$ cat src/rtl/aes_pkg.sv
// Shared types and constants for the AES core arbiter.
package aes_pkg;

    localparam int unsigned BLOCK_W         = 128;
    localparam int unsigned NUM_REQ         = 2;
    localparam int unsigned DEFAULT_TIMEOUT = 32;

    typedef enum logic [1:0] {
        IDLE  = 2'd0,
        ISSUE = 2'd1,
        BUSY  = 2'd2,
        RESP  = 2'd3
    } state_t;

    // Operand pair handed to the shared core for one job.
    typedef struct packed {
        logic [BLOCK_W-1:0] block;
        logic [BLOCK_W-1:0] key;
    } job_t;

endpackage

$ cat src/rtl/rr_arbiter2.sv
// Two-requester round-robin grant: a tie goes to the requester that was not granted last.
module rr_arbiter2 (
    input  logic [1:0] valid,
    input  logic       last_grant,
    output logic [1:0] grant
);

    // One-hot (or zero) grant from the request pattern and the previous winner.
    always_comb begin
        grant = 2'b00;
        case (valid)
            2'b01:   grant = 2'b01;
            2'b10:   grant = 2'b10;
            2'b11:   grant = last_grant ? 2'b01 : 2'b10;
            default: grant = 2'b00;
        endcase
    end

endmodule

$ cat src/rtl/aes_core_arbiter.sv
// Shares one AES core between two requesters, with a timeout abort and a held response.
module aes_core_arbiter
    import aes_pkg::*;
#(
    parameter int unsigned TIMEOUT = DEFAULT_TIMEOUT
) (
    input  logic                         clk,
    input  logic                         reset,
    input  logic [NUM_REQ-1:0]           req_valid,
    output logic [NUM_REQ-1:0]           req_ready,
    input  logic [NUM_REQ*BLOCK_W-1:0]   req_block,
    input  logic [NUM_REQ*BLOCK_W-1:0]   req_key,
    output logic                         core_start,
    output logic [BLOCK_W-1:0]           core_block,
    output logic [BLOCK_W-1:0]           core_key,
    input  logic                         core_done,
    input  logic [BLOCK_W-1:0]           core_result,
    output logic                         o_valid,
    input  logic                         o_ready,
    output logic [BLOCK_W-1:0]           o_block,
    output logic                         o_id,
    output logic                         o_err
);

    localparam int unsigned TMR_W = $clog2(TIMEOUT) + 1;
    localparam logic [TMR_W-1:0] TMR_LAST = TMR_W'(TIMEOUT - 1);

    state_t           state;
    logic [TMR_W-1:0] timer;
    logic             last_grant;
    logic [1:0]       grant;
    job_t             job_q;

    rr_arbiter2 u_arb (
        .valid      (req_valid),
        .last_grant (last_grant),
        .grant      (grant)
    );

    // Accept is same-cycle in IDLE; in every other state nobody is accepted.
    assign req_ready  = (state == IDLE) ? grant : 2'b00;
    assign core_block = job_q.block;
    assign core_key   = job_q.key;

    // Job sequencing: accept, start pulse, wait for done or timeout, hold response.
    always_ff @(posedge clk or negedge reset) begin
        if (!reset) begin
            state      <= IDLE;
            timer      <= '0;
            last_grant <= 1'b1;
            job_q      <= '0;
            core_start <= 1'b0;
            o_valid    <= 1'b0;
            o_block    <= '0;
            o_id       <= 1'b0;
            o_err      <= 1'b0;
        end else begin
            core_start <= 1'b0;
            case (state)
                IDLE: begin
                    if (|req_valid) begin
                        o_id        <= grant[1];
                        job_q.block <= grant[1] ? req_block[2*BLOCK_W-1:BLOCK_W]
                                                : req_block[BLOCK_W-1:0];
                        job_q.key   <= grant[1] ? req_key[2*BLOCK_W-1:BLOCK_W]
                                                : req_key[BLOCK_W-1:0];
                        core_start  <= 1'b1;
                        state       <= ISSUE;
                    end
                end
                ISSUE: begin
                    timer <= '0;
                    state <= BUSY;
                end
                BUSY: begin
                    // A done on the last timer cycle still counts as a completion.
                    if (core_done) begin
                        o_block <= core_result;
                        o_err   <= 1'b0;
                        o_valid <= 1'b1;
                        state   <= RESP;
                    end else if (timer == TMR_LAST) begin
                        o_block <= '0;
                        o_err   <= 1'b1;
                        o_valid <= 1'b1;
                        state   <= RESP;
                    end else begin
                        timer <= timer + TMR_W'(1);
                    end
                end
                RESP: begin
                    if (o_ready) begin
                        o_valid    <= 1'b0;
                        last_grant <= o_id;
                        state      <= IDLE;
                    end
                end
                default: state <= IDLE;
            endcase
        end
    end

endmodule

$ cat config.mk
export PLATFORM = sky130hd
export DESIGN_NAME = aes_core_arbiter
export DESIGN_NICKNAME = d
export VERILOG_FILES = /design/src/rtl/aes_pkg.sv /design/src/rtl/rr_arbiter2.sv /design/src/rtl/aes_core_arbiter.sv
export SDC_FILE = /design/constraint.sdc
export NUM_CORES = 1
export LEC_CHECK = 0
export ABC_AREA = 1
export CORE_AREA = 2 2 408 410
export CTS_CLUSTER_SIZE = 40
export DETAILED_ROUTE_END_ITERATION = 8
export DIE_AREA = 0 0 410 412
export GPL_TIMING_DRIVEN = 0
export SETUP_SLACK_MARGIN = 0.4
export SYNTH_ARGS = -nofsm -noshare
export SYNTH_HDL_FRONTEND = slang
export SYNTH_SLANG_ARGS = --single-unit
export TNS_END_PERCENT = 100
$ cat constraint.sdc
create_clock -name clk -period 1.5 [get_ports clk]
set_input_delay 0.3 -clock clk [delete_from_list [all_inputs] [get_ports clk]]
set_output_delay 0.3 -clock clk [all_outputs]
set_load 0.02 [all_outputs]
==> reports/qor.csv <==
stage,metric,value,unit
status,status,finished with violations,
status,failing checks,"negative hold slack, negative setup slack",
yosys,Synth Warn #,0,
floorplanning,chip height,412,um
global_route,initial antenna violation count,29,
floorplanning,Core Area,164000,um^2
yosys,Mapped Nets,2687,
yosys,Post-Syn Area,17100,um^2
route,DR iter-0 viols,1236,
finish,most frequent cells in the layout,"clkdlybuf4s50_1 (952), nor2_1 (504), nand2_1 (391)",
floorplanning,DIE AREA,169000,um^2
floorplanning,Horiz. Die Dim,410,um
global_route,gr ovfl total,0,
route,WL final,132000,um
worst_setup_path,crit path max-delay cell type,dfstp_2,
timing,setup TNS,-311340,ps
clocking,Max Root-Sink Buffers,3,
timing,Final Hold Fails,99,
global_route,Total Routing Usage GR,0.146,
finish,"most common cell after layout, fill and taps aside",clkdlybuf4s50_1,
floorplanning,row cnt,149,
worst_setup_path,"setup slack, reg-to-reg",-690,ps
clocking,CTS tree,built,
timing,final setup fails,779,
floorplanning,io pins,1036,
worst_setup_path,FF-to-FF path depth,12,
floorplanning,Initial Util,0.104,
placed_design,# port buffers,1035,
worst_setup_path,cells along the critical path,a21boi_4 -> buf_12 -> buf_8 -> buf_12 -> nor2_4 -> buf_6,
timing,setup repair after global routing missed its margin,yes,
timing,fmax,0.436,GHz
worst_setup_path,CP Class,reg2out,
route,DR pass1 iterations,5,
yosys,sequential share of the synthesized area,0.582,
power_and_ir_drop,PwrDens,2150,nW/um^2
timing,Worst slew margin,0.438,
placed_design,area post-placement,30500,um^2
clocking,htree depth,2,
job,max-cap viol count,0,
route,wire length per cell,24.2,um
finish,share of cells above drive strength 1,0.197,
clocking,CTS clock-pin slew for the worst setup and hold paths,70,ps
route,Routed Antenna Nets,0,
worst_setup_path,R2R Path Start,state[0],
yosys,Yosys reg bits,397,
finish,final instance area,36000,um^2
timing,fin crit share,1.53,
clocking,Worst-Skew Late Latency,670,ps
finish,Syn-to-layout area delta,111,%
worst_setup_path,CP max FO,10,
clocking,Sink Count,397,
global_route,number of global-route vias before repair,19400,
worst_setup_path,Critical Path AT,1990,ps
route,number of remaining DRC errors,0,
timing,fin crit period,2290,ps
power_and_ir_drop,peak supply drop,0.00127,V
global_route,largest net degree at the start of global routing,112,
route,vias per inst,3.60,
timing,final worst-path setup slack,-794,ps
clocking,CTS root buf,clkbuf_16,
placed_design,Detail Placement HPWL,106000,um
yosys,Synth Instances,2035,
timing,Layout Skew,53.4,ps
yosys,syn_area_per_cell,8.38,um^2
finish,nets@finish,3882,
timing,Slew Limit Fails,0,
worst_setup_path,Crit path top cell by count,buf_12,
finish,final core utilization,0.219,
worst_setup_path,WP data required,1200,ps
worst_setup_path,crit path launch type,register,
global_route,first-pass GRT wire length,169000,um
worst_setup_path,Worst setup EP type,primary output,
placed_design,GPL Wtd Cong,0.944,
timing,worst hold slack,-121,ps
worst_hold_path,class of the worst hold path,in2async,
clocking,clock buffer count from CTS,53,
route,via count,19700,
yosys,number of library cell types mapped by synthesis,21,
power_and_ir_drop,Pleak,14.7,nW
worst_setup_path,"slowest stage delay, CP",550,ps
worst_setup_path,r2r endpoint,core_key[125],
timing,Worst Max-Slew Pin Slew,841,ps
[kinds of logic (layout without fill, tap and decap cells)]
group	after synthesis	count (layout)	share of synthesized area
AND/OR/NAND/NOR	1466	1466	0.362
flip-flops	397	397	0.582
buffers and inverters	156	1395	0.0482
AO/OA/AOI/OAI	10	10	0.00359
adder cells (fa/ha/maj)	6	6	0.00440
other	0	9	0
[timing repair]
item,CTS,global route
hold buffers,2,3
resized for setup,343,727
endpoints found under the hold margin,184,184
cloned,2,15
setup buffers,21,58
pin swaps,10,95
setup endpoints to repair,786,1184
[stage by stage]
step                power, mW  instances  setup slack (ps)
global route             81.9       5470              -887
detailed placement       56.5       5264             -2630
CTS                      73.6       5388              -888
global placement         56.3       5259            -20110
finish                   77.6       5472              -794
floorplan                35.4       2035              34.0
[synth_stat cells (all sizes together)]
cell type / instances / share of area
a21boi: 1 / 0.00066
a21oi: 3 / 0.00088
buf: 124 / 0.041
clkbuf: 18 / 0.0040
dfrtp: 396 / 0.58
dfstp: 1 / 0.0015
ha: 6 / 0.0044
inv: 14 / 0.0031
nand2: 418 / 0.092
nand3: 11 / 0.0032
nor2: 523 / 0.12
nor3: 513 / 0.15
o21a: 1 / 0.00044
o21ai: 4 / 0.0012
o21bai: 1 / 0.00044
or2: 1 / 0.00037
[state kept, by name (all words and copies together) (netlist names)]
| register | count |
|---|---|
| o_valid | 1 |
| o_block | 128 |
| state | 2 |
| last_grant | 1 |
| o_err | 1 |
| core_block | 128 |
| timer | 6 |
| core_key | 128 |
| core_start | 1 |
| o_id | 1 |
[how the worst max path moves through the flow]
stage,cells past startpoint,from,end,slack (ps)
floorplan,7,state[1],req_ready[0],30
global placement,1,reset,core_key[56],-20110
detailed placement,7,req_valid[0],core_key[118],-2630
CTS,9,state[0],req_ready[0],-890
global route,9,state[0],req_ready[0],-890
finish,6,last_grant,req_ready[0],-790
[layout make-up]
class	count	area, um^2
clock inverters	36	495
fillers	17900	128000
inverters	14	66.3
well taps	2189	2740
multi-input cells	1482	7710
diodes	9	22.5
clock buffers	63	1440
plain buffers	142	1780
flip-flops and latches	397	9950
repair buffers	1140	11800
[per-layer routing]
layer	wire [um]	share of wire	GRT usage	up-vias
li1	-	-	-	9004
met1	51500	0.39	0.171	9692
met2	63100	0.48	0.245	838
met3	13900	0.11	0.0598	168
met4	3950	0.030	0.0383	6
met5	39	0.00029	0	-
[worst max-delay path: cells and delay by family, from the launching register on]
kind / cells / cell delay [ps]
buffers and inverters: 4 / 570
AOI/OAI and AO/OA: 1 / 90
DFF: 1 / 550
and+or+nand+nor: 1 / 100
[report_power, final]
part / switching (mW) / total (mW) / internal, mW
Sequential: 3.64 / 19.6 / 16.0
Clock: 5.86 / 14.3 / 8.49
Combinational: 24.1 / 43.6 / 19.5
No activity file was read; power rests on OpenSTA's default activity.
